[config.mk]
export PLATFORM = sky130hd
export DESIGN_NAME = mem_port_arbiter
export DESIGN_NICKNAME = d
export VERILOG_FILES = /design/src/rtl/mem_port_arbiter.sv
export SDC_FILE = /design/constraint.sdc
export NUM_CORES = 1
export LEC_CHECK = 0
export CORE_AREA = 2 2 87 89
export CTS_CLUSTER_DIAMETER = 200
export CTS_CLUSTER_SIZE = 10
export DETAILED_ROUTE_END_ITERATION = 12
export DIE_AREA = 0 0 89 91
export GPL_TIMING_DRIVEN = 0
export PLACE_DENSITY = 0.86
export SETUP_SLACK_MARGIN = 0.1
export SKIP_CTS_REPAIR_TIMING = 1
export SYNTH_ARGS = -nofsm -noshare
export SYNTH_HDL_FRONTEND = slang
export SYNTH_SLANG_ARGS = --single-unit
[constraint.sdc]
create_clock -name clk -period 6.84 [get_ports clk]
set_input_delay 1.026 -clock clk [delete_from_list [all_inputs] [get_ports clk]]
set_output_delay 1.026 -clock clk [all_outputs]
set_load 0.05 [all_outputs]
[src/rtl/mem_port_arbiter.sv]
// mem_port_arbiter: shares one single-port BRAM between fetch, data and debug
// requesters. Grants are combinational and one-hot. Read results return
// RD_LAT cycles later, tagged with their owner. A starvation counter
// temporarily lifts the debug port to top priority.
module mem_port_arbiter #(
    parameter int ADDR_W     = 16,
    parameter int DATA_W     = 32,
    parameter int RD_LAT     = 1,
    parameter int STARVE_MAX = 8
) (
    input  logic              clk,
    input  logic              rst,
    input  logic              if_req,
    input  logic [ADDR_W-1:0] if_addr,
    output logic              if_gnt,
    output logic              if_rvalid,
    input  logic              mem_req,
    input  logic              mem_we,
    input  logic [ADDR_W-1:0] mem_addr,
    input  logic [DATA_W-1:0] mem_wdata,
    output logic              mem_gnt,
    output logic              mem_rvalid,
    input  logic              dbg_req,
    input  logic [ADDR_W-1:0] dbg_addr,
    output logic              dbg_gnt,
    output logic              dbg_rvalid,
    output logic [DATA_W-1:0] rdata,
    output logic              bram_en,
    output logic              bram_we,
    output logic [ADDR_W-1:0] bram_addr,
    output logic [DATA_W-1:0] bram_wdata,
    input  logic [DATA_W-1:0] bram_rdata,
    output logic [15:0]       conflict_cnt
);

    localparam logic [1:0] OWN_IF  = 2'd0;
    localparam logic [1:0] OWN_MEM = 2'd1;
    localparam logic [1:0] OWN_DBG = 2'd2;

    logic [7:0]              starve_cnt;
    logic                    aging;
    logic                    push_vld;
    logic [1:0]              push_own;
    logic [RD_LAT:1]         vld_pipe;
    logic [RD_LAT:1][1:0]    own_pipe;
    logic [1:0]              req_sum;
    logic                    tail_vld;

    // Debug has waited long enough: it overrides everyone this cycle.
    assign aging = dbg_req && (starve_cnt >= 8'(STARVE_MAX));

    // One-hot grant: aging dbg, else mem > if > dbg; nothing while in reset.
    always_comb begin
        if_gnt  = 1'b0;
        mem_gnt = 1'b0;
        dbg_gnt = 1'b0;
        if (!rst) begin
            if (aging)        dbg_gnt = 1'b1;
            else if (mem_req) mem_gnt = 1'b1;
            else if (if_req)  if_gnt  = 1'b1;
            else if (dbg_req) dbg_gnt = 1'b1;
        end
    end

    // Steer the winner onto the BRAM port; bus is all-zero when idle.
    always_comb begin
        bram_en    = if_gnt | mem_gnt | dbg_gnt;
        bram_we    = mem_gnt & mem_we;
        bram_addr  = '0;
        bram_wdata = '0;
        if (mem_gnt) begin
            bram_addr  = mem_addr;
            bram_wdata = mem_wdata;
        end else if (if_gnt) begin
            bram_addr  = if_addr;
        end else if (dbg_gnt) begin
            bram_addr  = dbg_addr;
        end
    end

    // Every read grant enters the return pipe; writes never produce a return.
    assign push_vld = bram_en & ~bram_we;
    assign push_own = mem_gnt ? OWN_MEM : (dbg_gnt ? OWN_DBG : OWN_IF);

    // Return pipe: RD_LAT stages of {valid, owner}, flushed by reset.
    always_ff @(posedge clk) begin
        if (rst) begin
            vld_pipe <= '0;
            own_pipe <= '0;
        end else begin
            vld_pipe[1] <= push_vld;
            own_pipe[1] <= push_own;
            for (int k = 2; k <= RD_LAT; k++) begin
                vld_pipe[k] <= vld_pipe[k-1];
                own_pipe[k] <= own_pipe[k-1];
            end
        end
    end

    // Tail decode; gated by rst so outputs are quiet from the first reset cycle.
    assign tail_vld   = vld_pipe[RD_LAT] & ~rst;
    assign if_rvalid  = tail_vld && (own_pipe[RD_LAT] == OWN_IF);
    assign mem_rvalid = tail_vld && (own_pipe[RD_LAT] == OWN_MEM);
    assign dbg_rvalid = tail_vld && (own_pipe[RD_LAT] == OWN_DBG);
    assign rdata      = tail_vld ? bram_rdata : '0;

    // Starvation age: counts denied dbg cycles, saturating, cleared on grant/idle.
    always_ff @(posedge clk) begin
        if (rst) begin
            starve_cnt <= '0;
        end else if (dbg_req && !dbg_gnt) begin
            if (starve_cnt != 8'hFF) starve_cnt <= starve_cnt + 8'd1;
        end else begin
            starve_cnt <= '0;
        end
    end

    assign req_sum = {1'b0, if_req} + {1'b0, mem_req} + {1'b0, dbg_req};

    // Contention statistic: cycles with two or more requesters, saturating.
    always_ff @(posedge clk) begin
        if (rst) begin
            conflict_cnt <= '0;
        end else if (req_sum >= 2'd2 && conflict_cnt != 16'hFFFF) begin
            conflict_cnt <= conflict_cnt + 16'd1;
        end
    end

endmodule

==> summary.txt, run 1 <==
Run status
  • Run status: finished clean

Job
  • Max_cap viols: 0

Synthesis
  • Prevailing post-synth register cell: dfxtp_1
  • Mux cell area share after synthesis: 1.57%
  • Count leader, synth: and2_1
  • Post-Synthesis Mean Instance Area: 7.84 µm²
  • Largest family of logic cells by synthesized area: simple AND/OR/NAND/NOR gates
  • Post-synth EDFFs: 0
  • Count of cell types in the netlist: 58
  • Top cells by area, synth: dfxtp_1 23%, and2_1 18%, a21oi_1 6.3%
  • Compound-Gate Fraction of Synth Area: 26.3%
  • Simple-gate share of the synthesized area: 39.1%
  • Top cells by count, synth: 66 x and2_1, 29 x a21oi_1, 27 x dfxtp_1, 22 x o21ai_0, 16 x a2bb2oi_1
  • Mapped cell area: 0.00231 mm²
  • Post-synthesis adder-cell area fraction: 2.71%
  • Xor and xnor area share after synthesis: 0.380%
  • Ys async rst share: 0%
  • Gate Count Post-Synth: 294
  • Synth warnings: 0
  • Top-area cell type share of the netlist area: 23.4%
  • Seq cells post-synth: 27
  • Sequential cell area fraction in the yosys report: 23.4%
  • Post-synth top area cell: dfxtp_1

Finish
  • Filler Cell Count: 601
  • Area Overhead vs Synth: 104%
  • Final Util: 65.8%
  • ANT cells: 0
  • Final nets: 646
  • Layout cells sized above 1: 7.28%

Timing
  • Clock Skew: 9.91 ps
  • Fmax: 0.174 GHz
  • RSZ-0062 raised after global routing: no
  • # setup viols final: 0
  • Final worst setup slack: 1100 ps
  • Fin crit share: 83.9%
  • Tmin final: 5740 ps
  • Hold Fails Final Rpt: 0
  • Worst rel slew slack: 46.5%
  • Setup total negative slack: 0 ps
  • Worst hold margin: 529 ps
  • Max Slew Vio Count: 0
  • Slew @ Worst Pin: 796 ps

GRT
  • Vias in the first global route: 2954
  • Largest net degree at the start of global routing: 15
  • GR Overflow Total: 0
  • First-pass GRT wire length: 16300 µm
  • GRT Total Usage: 26.1%
  • Initial antenna violation count: 0

Die
  • Core ar.: 0.00714 mm²
  • Initial core utilization: 32.3%
  • Core Rows: 31
  • Vert. Die Dim: 91 µm
  • Top-Level Pins: 222
  • Die span in x: 89 µm
  • DIE AREA: 0.00810 mm²

Worst setup path
  • Critical path cell sequence: clkdlybuf4s50_1, clkbuf_1, clkbuf_1, inv_1, ha_1, nand2b_1, nor3_1, clkbuf_1, o21ai_0, a2bb2oi_1, clkdlybuf4s50_1
  • R2r setup slk: 4890 ps
  • Largest stage delay, worst path: 860 ps
  • Endpoint class of the critical path: output pin
  • Maximum fanout along the worst path: 10
  • Crit start category: input pin
  • Most Frequent Cell on Critical Path: clkbuf_1
  • Worst Path Arrival: 4720 ps
  • Slowest CP cell: clkdlybuf4s50_1
  • Data required time at the worst endpoint: 5810 ps
  • Critical path class: input pin to output pin

Clock tree
  • CTS tree: yes
  • CTS root buf: clkbuf_8
  • Worst-Skew Late Latency: 270 ps
  • Clock Path Buffers: 2
  • CTS buffer count: 3
  • # clock sinks: 27
  • Reg clk slew, reported paths: 100 ps
  • H-tree Lvls: 1

Placed design
  • Hpwl dp: 9380 µm
  • Post-place setup slack: 1260 ps
  • GP Congestion: 0.949
  • I/O Buffers: 221

Route
  • ANT nets after route: 0
  • Vias after detailed routing: 3094
  • Drt via density: 4.98
  • Detail Route met3 WL: 1250 µm
  • Iter 0 DRT Violations: 121
  • Drt pass-1 iters: 4
  • Routed wire per std cell: 17.9 µm
  • Detailed Route WL: 11100 µm
  • Post-Route M1 WL: 4390 µm
  • Met2 routed WL: 5370 µm
  • DR top layer: met4
  • Residual DRC: 0

Hold path
  • Worst min path class: flip-flop to flip-flop

Power and ir drop
  • Max IR drop VDD: 0.0747 mV
  • Cell Pwr Density: 112 mW/mm²
  • Tot Pwr: 0.525 mW
  • P_leak: 1.68 nW
[metal layers]
metal	up-vias	GRT usage, %
met2	154	43.4
li1	1510	-
met4	0	3.48
met1	1422	33.8
met5	-	0
met3	8	8.09
[per-stage QoR]
step	std cells	cell area (µm²)
floorplan	297	2320
global placement	617	4650
detailed placement	617	4650
CTS	621	4700
global route	621	4700
finish	621	4700
[worst max-delay path, delay by kind of cell]
family,cells,cell delay [ps]
adders and majority gates,1,180
AOI/OAI and AO/OA,2,350
and+or+nand+nor,2,750
buffers and inverters,6,2400
[logic make-up after synthesis]
kind of cell               after synthesis
xor gates and xnor gates                 1
DFF                                     27
other                                    1
buffers and inverters                   27
AOI/OAI and AO/OA                       90
muxes                                    3
adders and majority gates                5
and+or+nand+nor                        140
[where the power goes]
part / switching [mW] / total, mW / internal, mW
Combinational: 0.146 / 0.271 / 0.125
Clock: 0.0484 / 0.0900 / 0.0417
Sequential: 0.00307 / 0.164 / 0.161
[state kept, by name (all words and copies together) (netlist names)]
| register | flops |
|---|---|
| conflict_cnt | 16 |
| starve_cnt | 8 |
| vld_pipe | 1 |
| own_pipe | 2 |
[cells in the final DEF (no fill, tap or decap), types with 2 or more instances in the layout]
cell type / synthesis / routed
dfxtp_1: 27 / 27
inv_1: 7 / 7
nand3_1: 4 / 4
o311a_1: 2 / 2
or2_0: 9 / 9
clkbuf_1: 11 / 12
o21bai_1: 2 / 2
nand4_1: 6 / 6
nor3b_1: 2 / 2
a2bb2oi_1: 16 / 16
a21oi_1: 29 / 29
and2_1: 66 / 66
or4_1: 5 / 5
ha_1: 5 / 5
clkdlybuf4s50_1: 0 / 221
nor3_1: 7 / 7
nand2_1: 6 / 6
nor2b_1: 3 / 3
or3_2: 3 / 3
buf_2: 2 / 2
o21ai_0: 22 / 22
o31ai_1: 6 / 6
or2_2: 7 / 7
buf_6: 4 / 4
clkbuf_8: 0 / 3
conb_1: 1 / 4
nor2_1: 8 / 8
and4_2: 2 / 2
[cell type report]
| type | count | area (µm²) | share of cell area (%) |
|---|---|---|---|
| clock buffer | 4 | 45.0 | 0.959 |
| buffer | 18 | 111 | 2.37 |
| inverter | 9 | 35.0 | 0.746 |
| sequential | 27 | 541 | 11.5 |
| timing repair buffer | 221 | 2210 | 47.1 |
| tap | 99 | 124 | 2.64 |
| multi-input combinational | 243 | 1630 | 34.7 |
[final timing paths]
| kind | from | to | cells past startpoint |
|---|---|---|---|
| max | if_req | bram_addr[8] | 11 |
| min reg2reg | conflict_cnt[1] | conflict_cnt[1] | 2 |
| min | conflict_cnt[1] | conflict_cnt[1] | 2 |
| max reg2reg | conflict_cnt[0] | conflict_cnt[5] | 7 |
No activity file was read; power rests on OpenSTA's default activity.
==> inputs of run 2 (changes only) <==
Settings changed: CORE_AREA 2 2 87 89 to 2 2 90 92, DIE_AREA 0 0 89 91 to 0 0 92 94, PLACE_DENSITY 0.86 to 0.81.
Clock period 6.84 ns to 5.5 ns, I/O delays scaled along.
==> run 2 against run 1 <==
Compared with the run above: register-to-register slack lost 1400 ps; die area grew 6.8%; clock power grew 27%; first-iteration DRC count grew 26%; worst hold slack lost 9.2 ps; non-clock buffer count is the same; sequential cell count is the same; critical path depth is the same; largest cell class unchanged; largest power group unchanged.
==> summary.txt, run 2 (synthesized netlist as in run 1, its figures left out) <==
Die
  • Die span in x: 92 µm
  • Core ar.: 0.00761 mm²
  • DIE AREA: 0.00865 mm²
  • Top-Level Pins: 222
  • Core Rows: 32
  • Initial core utilization: 30.3%
  • Vert. Die Dim: 94 µm

GRT
  • GR Util met1: 29.1%
  • Gr busiest metal: met2
  • Initial antenna violation count: 0
  • First-pass GRT wire length: 16000 µm
  • GRT Total Usage: 23.5%
  • M2 GR Usage: 43.0%
  • Largest net degree at the start of global routing: 16
  • Vias in the first global route: 3036
  • Met3 global-route usage: 4.74%
  • GR Overflow Total: 0

Timing
  • Fin crit share: 93.0%
  • Slew @ Worst Pin: 596 ps
  • Hold Fails Final Rpt: 0
  • Worst rel slew slack: 60.2%
  • Final worst setup slack: 385 ps
  • # setup viols final: 0
  • RSZ-0062 raised after global routing: no
  • Clock Skew: 3.76 ps
  • Tmin final: 5120 ps
  • Setup total negative slack: 0 ps
  • Fmax: 0.196 GHz
  • Max Slew Vio Count: 0

Worst setup path
  • Endpoint class of the critical path: output pin
  • Crit start category: input pin
  • Data required time at the worst endpoint: 4680 ps
  • Critical path class: input pin to output pin
  • Maximum fanout along the worst path: 10
  • Worst Path Arrival: 4290 ps
  • R2r setup slk: 3530 ps

Job
  • Max_cap viols: 0

Finish
  • Filler Cell Count: 675
  • Largest register FFs: 16
  • Final nets: 646
  • Area Overhead vs Synth: 104%
  • Most frequent cells in the layout: 221 x clkdlybuf4s50_1, 66 x and2_1, 29 x a21oi_1
  • ANT cells: 0
  • Most common cell after layout, fill and taps aside: clkdlybuf4s50_1
  • Layout cells sized above 1: 7.66%
  • Regs by FF count: conflict_cnt x16, starve_cnt x8, own_pipe x2
  • Most flops, register: conflict_cnt

Clock tree
  • CTS tree: yes
  • # clock sinks: 27
  • Clock Path Buffers: 2
  • CTS root buf: clkbuf_8
  • Reg clk slew, reported paths: 90 ps
  • H-tree Lvls: 1
  • Worst-Skew Late Latency: 270 ps
  • CTS buffer count: 3

Route
  • Detailed Route WL: 11000 µm
  • Routed wire per std cell: 17.7 µm
  • Drt via density: 5.01
  • ANT nets after route: 0
  • Vias after detailed routing: 3129
  • Iter 0 DRT Violations: 152
  • Residual DRC: 0
  • Drt pass-1 iters: 4

Placed design
  • Hpwl dp: 9290 µm
  • Post-place setup slack: 315 ps
  • GP Congestion: 0.856
  • I/O Buffers: 221

Hold path
  • Worst min path class: flip-flop to flip-flop

Power and ir drop
  • Tot Pwr: 0.656 mW
  • Max IR drop VDD: 0.106 mV
  • Cell Pwr Density: 139 mW/mm²
  • P_leak: 1.68 nW

Run status
  • Run status: finished clean
==> run 2: changes by cell type in the layout (fill, tap and decap cells not counted) <==
cell / previous run / this run
clkbuf_1: 12 / 11
nor3_2: 1 / 2
nor3_1: 7 / 6
clkinv_2: 1 / 2
==> run 2: final timing paths <==
path                   startpoint              end  depth (start not counted)
setup / recovery           if_req    bram_addr[12]                         11
hold / removal    conflict_cnt[8]  conflict_cnt[8]                          1
setup reg to reg  conflict_cnt[0]  conflict_cnt[5]                          7
hold reg to reg   conflict_cnt[8]  conflict_cnt[8]                          1
==> run 2: worst max-delay path: stages <==
cell,delay [ps]
clkdlybuf4s50_1,430
clkbuf_1,250
clkbuf_1,300
inv_1,150
ha_1,170
nand2b_1,120
nor3_2,350
clkbuf_1,370
o21ai_0,210
a2bb2oi_1,260
clkdlybuf4s50_1,840
==> run 2: final cells by class <==
class / instances / area (µm²) / area share [%]
tap: 102 / 128 / 2.71
clock inverter: 1 / 5.00 / 0.106
timing repair buffer: 221 / 2210 / 47.0
inverter: 9 / 35.0 / 0.744
multi-input combinational: 243 / 1640 / 34.7
clock buffer: 3 / 41.3 / 0.877
buffer: 18 / 111 / 2.37
sequential: 27 / 541 / 11.5
==> run 2: per-layer routing <==
| layer | vias to the layer above | share of wire, % |
|---|---|---|
| met5 | - | 0 |
| met4 | 0 | 1.0 |
| met3 | 11 | 9.2 |
| met2 | 154 | 50 |
| met1 | 1454 | 40 |
| li1 | 1510 | - |
==> run 2: through the flow <==
step                      instance area (µm²)  utilization [%]  hold slack, ps  instances
after floorplan                          2320                -             501        297
after global placement                   4660             61.2             506        620
after detailed placement                 4660             61.2             511        620
after CTS                                4700             61.8             526        624
after global routing                     4710             61.9             552        624
final                                    4710             61.9             520        624
==> run 2: power breakdown <==
group	leakage [nW]	total [mW]	internal [mW]	switching, mW
combinational	1.44	0.338	0.156	0.182
sequential	0.220	0.204	0.200	0.00401
clock	0.0255	0.114	0.0508	0.0632
==> inputs of run 3 (changes only) <==
Settings changed: ABC_AREA set to 1, GPL_ROUTABILITY_DRIVEN set to 0.
==> run 3 against run 2 <==
Compared with the run above: global-route usage shrank 3.4 points; register-to-register slack better by 240 ps; clock skew grew 1.5 ps; sequential power hardly changed; sequential cell count is the same; non-clock buffer count is 5 lower; synthesized area is 0.54% lower; die area unchanged; clock power about the same; cell count is 19% higher; critical endpoint is now bram_addr[8]; highest routed layer unchanged.
==> summary.txt, run 3 <==
Run status
  • Run status: finished clean

Timing
  • Worst rel slew slack: 50.3%
  • Setup total negative slack: 0 ps
  • Hold Fails Final Rpt: 0
  • Fmax: 0.247 GHz
  • Max Slew Vio Count: 0
  • RSZ-0062 raised after global routing: no
  • Final worst setup slack: 1460 ps
  • Clock Skew: 5.30 ps
  • Fin crit share: 73.5%
  • Slew @ Worst Pin: 745 ps
  • # setup viols final: 0
  • Tmin final: 4040 ps

Power and ir drop
  • Combinational fraction of design power: 51.5%
  • Sw frac: 39.3%
  • Clock power frac: 17.3%
  • Int Pwr: 0.401 mW
  • Sw Pwr: 0.260 mW
  • Flop pwr share: 31.2%
  • P_leak: 2.08 nW
  • Cell Pwr Density: 141 mW/mm²
  • Max IR drop VDD: 0.0870 mV

Finish
  • Most frequent cells in the layout: 221 x clkdlybuf4s50_1, 93 x nor2_1, 89 x nand2_1
  • Final nets: 764
  • Most common cell after layout, fill and taps aside: clkdlybuf4s50_1
  • Most flops, register: conflict_cnt
  • Area Overhead vs Synth: 104%
  • ANT cells: 0
  • Largest register FFs: 16
  • Layout cells sized above 1: 6.25%
  • Regs by FF count: conflict_cnt x16, starve_cnt x8, own_pipe x2

Worst setup path
  • Critical path cell sequence: clkdlybuf4s50_1, ha_1, nand2_1, a21oi_4, buf_2, nand3_1, nand3_1, clkdlybuf4s50_1
  • Data required time at the worst endpoint: 4680 ps
  • Crit start category: input pin
  • Maximum fanout along the worst path: 10
  • Largest stage delay, worst path: 830 ps
  • Critical path class: input pin to output pin
  • Slowest CP cell: clkdlybuf4s50_1
  • Endpoint class of the critical path: output pin
  • Worst Path Arrival: 3220 ps

Route
  • Residual DRC: 0
  • Detailed Route WL: 9210 µm
  • Routed wire per std cell: 12.4 µm
  • ANT nets after route: 0
  • Vias after detailed routing: 3228
  • Iter 0 DRT Violations: 63
  • Drt pass-1 iters: 5
  • Drt via density: 4.35

Clock tree
  • Worst-Skew Late Latency: 280 ps
  • Reg clk slew, reported paths: 90 ps
  • Clock Path Buffers: 2
  • CTS tree: yes
  • # clock sinks: 27
  • CTS buffer count: 3
  • H-tree Lvls: 1
  • CTS root buf: clkbuf_8

Synthesis
  • Mapped cell area: 0.00229 mm²
  • Post-synth top area cell: dfxtp_1
  • Synth warnings: 0
  • Top cells by area, synth: dfxtp_1 24%, nor2_1 15%, nand2_1 15%
  • Post-synth EDFFs: 0
  • Post-Synthesis Mean Instance Area: 5.57 µm²
  • Top-area cell type share of the netlist area: 23.6%
  • Gate Count Post-Synth: 412
  • Top cells by count, synth: 93 x nor2_1, 89 x nand2_1, 84 x inv_1, 43 x nand3_1, 27 x dfxtp_1
  • Sequential cell area fraction in the yosys report: 23.6%
  • Ys async rst share: 0%
  • Count leader, synth: nor2_1
  • Prevailing post-synth register cell: dfxtp_1
  • Seq cells post-synth: 27
  • Count of cell types in the netlist: 28

GRT
  • GRT Total Usage: 20.1%
  • First-pass GRT wire length: 14100 µm
  • GR Overflow Total: 0
  • Vias in the first global route: 3107
  • Initial antenna violation count: 0
  • Largest net degree at the start of global routing: 15

Die
  • Core ar.: 0.00761 mm²
  • Vert. Die Dim: 94 µm
  • Initial core utilization: 30.1%
  • Die span in x: 92 µm
  • Core Rows: 32
  • DIE AREA: 0.00865 mm²
  • Top-Level Pins: 222

Hold path
  • Worst min path class: flip-flop to flip-flop

Job
  • Max_cap viols: 0

Placed design
  • Post-place setup slack: 1460 ps
  • Hpwl dp: 7930 µm
  • I/O Buffers: 221
## run 3: cell types whose count changed in the layout (fill, tap and decap cells not counted), sizes merged, moves of 9 or more
| cell | change |
|---|---|
| inv | +80 |
| nand3 | +38 |
| or2 | -16 |
| o21ai | -18 |
| clkbuf | -9 |
| nor2 | +93 |
| a2bb2oi | -16 |
| nand2 | +88 |
| a21oi | -10 |
| and2 | -66 |
## run 3: path summary, 6_finish.rpt
path | end | cells after the start | slack, ps | from
setup / recovery | bram_addr[8] | 8 | 1460 | dbg_req
hold / removal | starve_cnt[0] | 1 | 490 | starve_cnt[0]
setup reg to reg | conflict_cnt[14] | 9 | 3770 | conflict_cnt[0]
hold reg to reg | starve_cnt[0] | 1 | 490 | starve_cnt[0]
## run 3: metal layers
layer	GRT usage, %	up-vias	share of wire [%]
li1	-	1677	-
met1	22.4	1393	39
met2	37.3	141	51
met3	5.70	17	8.4
met4	5.22	0	2.1
met5	0	-	0
## run 3: cell families after synthesis
kind of cell	Yosys count	share of synthesized area (%)
xor gates and xnor gates	6	2.29
and+or+nand+nor	248	45.8
other	1	0.164
DFF	27	23.6
adders and majority gates	5	2.73
AOI/OAI and AO/OA	25	7.86
buffers and inverters	100	17.6
## run 3: through the flow
step | utilization, % | instances | hold WS, ps | area (µm²) | power [mW]
after CTS | 61.6 | 742 | 503 | 4690 | 0.666
final | 61.6 | 742 | 493 | 4690 | 0.661
after global placement | 61.1 | 738 | 466 | 4640 | 0.548
after detailed placement | 61.1 | 738 | 480 | 4640 | 0.552
after floorplan | - | 415 | 450 | 2300 | 0.389
after global routing | 61.6 | 742 | 529 | 4690 | 0.695
## run 3: critical path, delay by kind of cell
kind	cells	cell delay [ps]
AOI/OAI and AO/OA	1	290
adders and majority gates	1	170
buffers and inverters	3	1650
and+or+nand+nor	3	270
## run 3: area by class of cell
cell class | count | area (µm²)
fillers | 692 | 2920
flip-flops and latches | 27 | 541
clock buffers | 4 | 45.0
multi-input cells | 288 | 1360
well taps | 102 | 128
plain buffers | 13 | 77.6
inverters | 87 | 327
repair buffers | 221 | 2210
## run 3: power groups by stage
stage          combinational [mW]  clock, mW  sequential, mW
6_report                    0.340      0.115           0.206
4_1_cts                     0.342      0.118           0.206
3_3_place_gp                0.338          0           0.210
3_5_place_dp                0.341          0           0.211
2_1_floorplan               0.173          0           0.216
5_1_grt                     0.361      0.127           0.208
